===== config.mk =====
export PLATFORM = sky130hd
export DESIGN_NAME = crc32_d8
export DESIGN_NICKNAME = d
export VERILOG_FILES = /design/src/rtl/gmii_rx_frame_checker_pkg.sv /design/src/rtl/gmii_rx_frame_checker_crc32_d8.sv
export SDC_FILE = /design/constraint.sdc
export NUM_CORES = 1
export LEC_CHECK = 0
export BUFFER_PORTS_ARGS = -buffer_cell sky130_fd_sc_hd__buf_2
export CORE_MARGIN = 5
export CORE_UTILIZATION = 40
export DETAILED_ROUTE_END_ITERATION = 10
export PLACE_DENSITY = 0.85
export SYNTH_ARGS = -nofsm -noshare
export SYNTH_HDL_FRONTEND = slang
export SYNTH_SLANG_ARGS = --single-unit

===== constraint.sdc =====
create_clock -name vclk -period 4.7
set_input_delay 0.94 -clock vclk [all_inputs]
set_output_delay 0.94 -clock vclk [all_outputs]
set_load 0.01 [all_outputs]

===== src/rtl/gmii_rx_frame_checker_pkg.sv =====
// Shared constants and state encoding for the GMII receive frame checker
// and the companion CRC32 byte-step logic.
package gmii_rx_frame_checker_pkg;

    localparam logic [7:0]  GMII_PREAMBLE = 8'h55;
    localparam logic [7:0]  GMII_SFD      = 8'hD5;
    localparam logic [31:0] CRC32_POLY    = 32'hEDB88320;
    localparam logic [31:0] CRC32_INIT    = 32'hFFFFFFFF;
    localparam logic [31:0] CRC32_RESIDUE = 32'hC704DD7B;

    typedef enum logic [1:0] {
        ST_IDLE     = 2'b00,
        ST_PREAMBLE = 2'b01,
        ST_DATA     = 2'b10,
        ST_DROP     = 2'b11
    } rx_state_t;

    // The residue constant is quoted MSB-first; the LSB-first register
    // holds its bit mirror (0xDEBB20E3) after a clean frame.
    function automatic logic [31:0] bit_reverse32(input logic [31:0] v);
        logic [31:0] r;
        for (int i = 0; i < 32; i++) begin
            r[i] = v[31-i];
        end
        return r;
    endfunction

endpackage


===== src/rtl/gmii_rx_frame_checker_crc32_d8.sv =====
// crc32_d8: combinational next-state of the reflected Ethernet CRC32 for
// one input byte. Shared with the TX FCS generator.
module crc32_d8 (
    input  logic [31:0] i_crc,
    input  logic [7:0]  i_data,
    output logic [31:0] o_crc
);
    import gmii_rx_frame_checker_pkg::*;

    always_comb begin : p_step
        logic [31:0] w_c;
        // NOTE: w_c is fully assigned before any use, so no latch is inferred.
        w_c = i_crc ^ {24'h0, i_data};
        for (int i = 0; i < 8; i++) begin
            w_c = w_c[0] ? ((w_c >> 1) ^ CRC32_POLY) : (w_c >> 1);
        end
        o_crc = w_c;
    end

endmodule


==> results_dict.tcl <==
set metrics [dict create \
    wl_met3_um 286 \
    synth_common_cells "30 x xnor2_1, 10 x xnor3_1, 9 x xor2_1" \
    die_y_um 58.1 \
    fin_setup_tns_ns 0 \
    seq_cell_count 0 \
    seqPwrFrac_pct 0 \
    final_area_um2 1320 \
    m1WireLength_um 775 \
    grt_usage_pct 12.7 \
    syn_nets 107 \
    placementRows 17 \
    grt_max_degree 9 \
    synth_area_leaders "xnor2_1 28%, xnor3_1 24%, xor3_1 13%" \
    dpl.hpwl_um 1960 \
    wire_per_inst_um 13.0 \
    yosysMostFrequentCell "xnor2_1" \
    synth_largest_area_cell "xnor2_1" \
    syn_area_per_cell_um2 13.8 \
    path_class "in2out" \
    pwr-share-comb_pct 100.0 \
    crit_path_start "i_data[2]" \
    worst_pin_slew_ns 0.576 \
    place_congestion 0.715 \
    outcome "finished clean" \
    postRouteAntennaNets 0 \
    setup_viol 0 \
    grt_pass1_vias 796 \
    cts_setup_buffers 0 \
    grt_pass1_wl_um 3530 \
    p_sw_share_pct 44.9 \
    maxSlewViolCount 0 \
    place_area_um2 1320 \
    arrival_ns 2.52 \
    synth_cell_types 10 \
    ys_warn_count 0 \
    drive_gt1_share_pct 60.4 \
    routed_via_density 4.31 \
    first_pass_iters 2 \
    nClkBuffers 0 \
    internal_power_mw 0.247 \
    p_sw_mw 0.201 \
    rsz0062_at_grt "no" \
    via_count 720 \
    irDropWorstVdd_mv 0.227 \
    antenna_found_initial 0 \
    powerDensity_nw_per_um2 340 \
    ff_latch_area_um2 0 \
    worstHoldPathType "in2out" \
    post_cts_resized 0 \
    synthCells 67 \
    route.met2.wl_um 1110 \
    max-slew-margin-rel_pct 61.3 \
    portBuffers 72 \
    insertedDiodeCount 0 \
    io_pins 72 \
    die_area_um2 3370 \
    total_power_mw 0.448 \
    max_clock_freq_ghz 0.289 \
    nets 181 \
    clock_power_share_pct 0 \
    leakage_nw 0.729 \
    required_ns 3.76 \
    crit_path_end_kind "output pin" \
    ys_seq_area_share_pct 0 \
    die_w_um 58.1 \
    drtIter0Drc 2 \
    postLayoutCoreUtil_pct 59.7 \
    min_period_over_period_pct 73.7 \
    start_kind "input pin" \
    cts_hold_buf 0 \
    start_util_pct 41.8 \
    totalWireLength_um 2170 \
    yosys.area.top_type_share_pct 28.4 \
    synthesis.area_um2 925 \
    core_area_um2 2210 \
    drv_cap 0 \
    area_growth_pct 42.8 \
    overflow 0 \
    holdWs_ns 2.15 \
    top_layer_used "met3" \
    hp-start "i_crc[19]" \
    fillers 187 \
    period_needed_ns 3.46 \
    path_max_fanout 3 \
    drc 0 \
    hold_viol 0 \
]
-- through the flow --
| step | worst slack, ns | cells |
|---|---|---|
| after global placement | 1.25 | 167 |
| after CTS | 1.21 | 167 |
| after detailed placement | 1.22 | 167 |
| after floorplan | 1.57 | 67 |
| final | 1.24 | 167 |
| after global routing | 1.15 | 167 |
-- per-layer routing --
metal | vias to the layer above | GRT usage [%]
li1 | 363 | -
met1 | 313 | 14.5
met2 | 44 | 25.2
met3 | 0 | 3.12
met4 | 0 | 0
met5 | - | 0
-- cells in the final DEF, fill, tap and decap left out --
cell,netlist,routed
inv_1,1,1
xor2_2,2,2
xor3_1,5,5
xnor3_2,1,1
xnor2_2,6,6
buf_2,0,72
xnor2_4,2,2
xnor3_1,10,10
xnor2_1,30,30
xor2_1,9,9
xnor3_4,1,1
-- logic make-up (layout without fill, tap and decap cells) --
group	count (synthesis)	in the layout	share of synthesized area, %
XOR/XNOR	66	66	99.6
buffers and inverters	1	73	0.406
-- cell type report --
cell class / count / area [um2] / area share (%)
multi-input combinational: 66 / 921 / 69.8
timing repair buffer: 72 / 360 / 27.3
tap: 28 / 35.0 / 2.65
inverter: 1 / 3.75 / 0.284
-- power by group through the flow --
stage	Clock, mW	Combinational (mW)	Sequential [mW]
4_1_cts	0	0.458	0
2_1_floorplan	0	0.305	0
5_1_grt	0	0.481	0
3_5_place_dp	0	0.456	0
3_3_place_gp	0	0.446	0
6_report	0	0.448	0
-- critical path, cell delays in order --
cell and delay (ns):
buf_2 0.11, xor2_1 0.33, xnor3_2 0.55, xnor3_4 0.43
buf_2 0.15
-- path summary, 6_finish.rpt --
check                  endpoint  slack (ns)  cells past startpoint
worst max-delay path  o_crc[24]        1.24                      5
worst min-delay path  o_crc[11]        2.15                      3
Note: power is estimated with default switching activity, not from simulation.
